[src/rtl/fetch_row_packer.sv]
// Packs ROW_BEATS input beats into one buffer row and writes it at consecutive
// wrapping addresses, for a programmable number of rows per load.

module fetch_row_packer_slot #(
  parameter int W = 128
) (
  input  logic         clk,
  input  logic         rst,
  input  logic         ld,
  input  logic [W-1:0] d,
  output logic [W-1:0] q
);
  always_ff @(posedge clk) begin
    if (rst)     q <= '0;
    else if (ld) q <= d;
  end
endmodule

module fetch_row_packer #(
  parameter int PIXEL_WIDTH = 8,
  parameter int BEAT_PIX    = 16,
  parameter int ROW_BEATS   = 6,
  parameter int DEPTH       = 96
) (
  input  logic                                  clk,
  input  logic                                  rst,
  input  logic                                  start_i,
  input  logic [6:0]                            base_addr_i,
  input  logic [6:0]                            row_num_i,
  input  logic                                  in_valid_i,
  input  logic [BEAT_PIX*PIXEL_WIDTH-1:0]       in_data_i,
  output logic                                  in_ready_o,
  output logic                                  wrif_en_o,
  output logic [6:0]                            wrif_addr_o,
  output logic [BEAT_PIX*ROW_BEATS*PIXEL_WIDTH-1:0] wrif_data_o,
  output logic                                  busy_o,
  output logic                                  done_o
);
  localparam int BEAT_W = BEAT_PIX * PIXEL_WIDTH;
  localparam int BW     = (ROW_BEATS > 1) ? $clog2(ROW_BEATS) : 1;
  localparam logic [BW-1:0] LAST_BEAT = BW'(ROW_BEATS - 1);
  localparam logic [6:0]    DEPTH_A   = 7'(DEPTH);

  localparam logic [1:0] IDLE  = 2'd0;
  localparam logic [1:0] FILL  = 2'd1;
  localparam logic [1:0] WRITE = 2'd2;
  localparam logic [1:0] DONE  = 2'd3;

  logic [1:0]    state;
  logic [BW-1:0] beat_cnt;
  logic [6:0]    rows_done, row_cnt, cur_addr;
  logic          beat_acc;

  logic [ROW_BEATS-1:0][BEAT_W-1:0] slot_q;
  logic [ROW_BEATS-1:0][BEAT_W-1:0] row_asm;

  assign beat_acc   = (state == FILL) && in_valid_i;
  assign in_ready_o = (state == FILL);
  assign wrif_en_o  = (state == WRITE);
  assign busy_o     = (state == FILL) || (state == WRITE);
  assign done_o     = (state == DONE);

  // Beat k lands in row slot ROW_BEATS-1-k so the first beat ends up in the MSBs;
  // the final beat bypasses its slot and goes straight into the write register.
  genvar k;
  generate
    for (k = 0; k < ROW_BEATS; k++) begin : g_slot
      if (k < ROW_BEATS - 1) begin : g_reg
        fetch_row_packer_slot #(.W(BEAT_W)) u_slot (
          .clk (clk),
          .rst (rst),
          .ld  (beat_acc && (beat_cnt == BW'(k))),
          .d   (in_data_i),
          .q   (slot_q[k])
        );
        assign row_asm[ROW_BEATS-1-k] = slot_q[k];
      end else begin : g_byp
        assign slot_q[k]  = in_data_i;
        assign row_asm[0] = in_data_i;
      end
    end
  endgenerate

  always_ff @(posedge clk) begin
    if (rst) begin
      state       <= IDLE;
      beat_cnt    <= '0;
      rows_done   <= '0;
      row_cnt     <= '0;
      cur_addr    <= '0;
      wrif_addr_o <= '0;
      wrif_data_o <= '0;
    end else begin
      case (state)
        IDLE: if (start_i) begin
          row_cnt   <= (row_num_i > DEPTH_A) ? DEPTH_A : row_num_i;
          cur_addr  <= base_addr_i % DEPTH_A;
          rows_done <= '0;
          beat_cnt  <= '0;
          state     <= (row_num_i == 7'd0) ? DONE : FILL;
        end
        FILL: if (in_valid_i) begin
          if (beat_cnt == LAST_BEAT) begin
            wrif_data_o <= row_asm;
            wrif_addr_o <= cur_addr;
            beat_cnt    <= '0;
            state       <= WRITE;
          end else begin
            beat_cnt <= beat_cnt + 1'b1;
          end
        end
        WRITE: begin
          rows_done <= rows_done + 7'd1;
          cur_addr  <= (cur_addr == DEPTH_A - 7'd1) ? 7'd0 : cur_addr + 7'd1;
          state     <= (rows_done + 7'd1 == row_cnt) ? DONE : FILL;
        end
        default: state <= IDLE;
      endcase
    end
  end
endmodule

[config.mk]
export PLATFORM = sky130hd
export DESIGN_NAME = fetch_row_packer
export DESIGN_NICKNAME = d
export VERILOG_FILES = /design/src/rtl/fetch_row_packer.sv
export SDC_FILE = /design/constraint.sdc
export NUM_CORES = 2
export LEC_CHECK = 0
export CAP_MARGIN = 0
export CORE_MARGIN = 8
export CORE_UTILIZATION = 40
export DETAILED_ROUTE_END_ITERATION = 6
export GPL_TIMING_DRIVEN = 0
export SYNTH_ARGS = -nofsm -noshare
export SYNTH_HDL_FRONTEND = slang
export SYNTH_SLANG_ARGS = --single-unit
[constraint.sdc]
create_clock -name clk -period 2.1 [get_ports clk]
set_input_delay 0.42 -clock clk [delete_from_list [all_inputs] [get_ports clk]]
set_output_delay 0.42 -clock clk [all_outputs]
set_load 0.1 [all_outputs]
==> impl_metrics.ini <==
[status]
status = finished, violations left
failed_checks = setup timing

[timing]
max_slew_margin_pct = 5.82
rsz0062_at_grt = true
skew_ns = 0.0199
finalMaxSlewViolations = 0
finalHoldViolations = 0
fmax_mhz = 475
hold_slack_ns = 0.103
layout_min_cycle_time_ns = 2.10
finalWorstSetupSlack_ns = -0.00482
worstMarginPinSlew_ns = 1.41
period_share_pct = 100
finalSetupViolCount = 3

[cts]
worstSkewPairLatency_ns = 0.78
cts_buffers = 152
hold_buffers = 0
cts_root_buf = clkbuf_16
path_clk_slew_ns = 0.06
cts_num_sinks = 1441
cts_max_path_buffers = 3
htreeDepth = 4
tritoncts = yes

[finish]
fill_cells = 12200
final_core_util_pct = 52.4
nNetsFinal = 7607
drive_gt1_share_pct = 18.8
seq_area_mm2 = 0.0289
areaGrowthSynthToFinish_pct = 29.8
multiInputGateArea_mm2 = 0.0190

[route]
route.vias.total = 47200
via_per_inst = 5.11
wl_per_cell_um = 23.3
drt_wl_total_um = 215000
drt_first_pass_iters = 6
final_antenna_net_count = 0
drc_errors = 0
drt_iter0_markers = 3539

[pwr]
p_per_area_mw_per_mm2 = 922
ir_drop_mv = 0.813
p_leak_nw = 24.2

[synthesis]
yosysSeqAreaShare_pct = 57.8
synth-seq-cells = 1441
yosysMostFrequentCell = nand2_1
yosys-top-cells-area = dfxtp_1 (58%), nand2_1 (21%), a21oi_1 (14%)
syn-num-nets = 6500
yosysWarnings = 0
synthesis.area_mm2 = 0.0499
synth_top_area_share_pct = 57.8
synth-edff-count = 0
synth_cell_types = 46
syn_area_per_cell_um2 = 7.87
syn_inst = 6347
synthTopCellsByCount = nand2_1 (2851), dfxtp_1 (1441), a21oi_1 (1430)
async_reset_ff_share_pct = 0
synth_ff_type = dfxtp_1
yosysTopAreaCell = dfxtp_1

[place]
gp_congestion = 0.861
io_buffers = 922
dp_hpwl_um = 157000
place_worst_setup_slack_ns = -0.886

[setup_path]
worst_ep_required_time_ns = 2.80
endpoint_kind = flop
critPathKind = reg -> reg
cp-start-kind = flop
cp.arrival_ns = 2.81
worstPathMaxFanout = 10

[floorplanning]
die_area_mm2 = 0.136
start_util_pct = 40.3
num_rows = 129
io_pins = 925
die_x_um = 369
fp.dieH_um = 369
core_area_mm2 = 0.124

[global_route]
grt_start_max_net_pins = 17
antenna_found_initial = 12
grt_pass1_vias = 43800
gr-usage-all-layers_pct = 29.6
overflow = 0
grt_pass1_wl_um = 301000

[min_path]
hold_class = in -> reg

[run]
cap_violations = 0
==> power breakdown <==
group          switching [mW]  leakage, nW  total, mW  internal [mW]
Clock                    11.4         2.54       27.8           16.4
Combinational            2.71         10.1       3.88           1.17
Sequential              0.301         11.6       28.1           27.8
==> final cells by class <==
class,count,area share [%]
flip-flops and latches,1441,44.5
repair buffers,955,10.2
clock buffers,224,6.96
clock inverters,49,0.940
well taps,1637,3.16
diodes,15,0.0579
multi-input cells,4412,29.3
inverters,12,0.0772
plain buffers,480,4.83
==> placed cells by master (no fill, tap or decap), drive strengths merged, types with 3 or more instances in the layout <==
cell type and instances:
nand2 2851, clkdlybuf4s15 48, nor2b 4, ha 7, nor2 34, clkbuf 506, nand4 3, dfxtp 1441
o21ai 13, nand3 10, nor3 3, inv 16, diode 15, and3 4, a21oi 1430, bufinv 12
clkdlybuf4s50 143, a22oi 11, buf 960, mux2i 3, xnor2 7, clkinv 33
==> critical path, cell delays in order (launching register included) <==
cell and delay [ns]:
dfxtp_4 0.37, inv_4 0.08, ha_4 0.16, nand2_4 0.07
or2_4 0.29, nor2_4 0.17, clkbuf_16 0.24, buf_16 0.22
buf_8 0.16, nand2_1 0.06, a21oi_1 0.19
==> worst paths after layout <==
kind	from	endpoint	slack (ns)	depth (start not counted)
max reg2reg	state[1]	wrif_data_o[33]	-0.005	10
max	state[1]	wrif_data_o[33]	-0.005	10
min reg2reg	g_slot[1].g_reg.u_slot.q[89]	wrif_data_o[601]	0.43	2
min	in_valid_i	beat_cnt[0]	0.10	4
==> logic make-up (layout without fill, tap and decap cells) <==
family / count (synthesis) / after routing / synth area share, %
DFF: 1441 / 1441 / 57.8
other: 0 / 15 / 0
muxes: 5 / 5 / 0.105
xor gates and xnor gates: 9 / 9 / 0.158
and+or+nand+nor: 2923 / 2923 / 22.2
adders and majority gates: 7 / 7 / 0.175
AOI/OAI and AO/OA: 1468 / 1468 / 14.9
buffers and inverters: 494 / 1720 / 4.73
==> through the flow <==
| step | power [mW] | instance area [um2] | TNS (ns) | cells |
|---|---|---|---|---|
| 2_1_floorplan | 30.5 | 49900 | 0 | 6347 |
| 4_1_cts | 59.7 | 63600 | -27.23 | 9186 |
| 3_5_place_dp | 32.2 | 61300 | -700.65 | 8910 |
| 6_report | 59.7 | 64800 | -0.0119 | 9225 |
| 5_1_grt | 61.5 | 64800 | -7.94 | 9212 |
| 3_3_place_gp | 32.1 | 61200 | -1337.34 | 8906 |
==> state kept, by name, summed over array words and instances, names as in the netlist <==
signal,cells
wrif_addr_o,7
wrif_data_o,768
row_cnt,7
cur_addr,7
g_slot.g_reg.u_slot.q,640
state,2
beat_cnt,3
rows_done,7
==> per-layer routing <==
layer  up-vias  track usage [%]  wire length, um
met1     22500             35.9            85100
met3       375             8.17            19000
li1      22700                -                -
met5         -                0               30
met2      1649             48.7           100000
met4         4             13.4            11300
==> timing repair <==
| action | 4_1_cts | 5_1_grt |
|---|---|---|
| setup buffers | 2 | 9 |
| gates cloned | 1 | 17 |
| pin swaps | 1 | 19 |
| setup endpoints to repair | 2149 | 1441 |
| resized for setup | 3981 | 319 |
(Power assumes the default switching activity.)
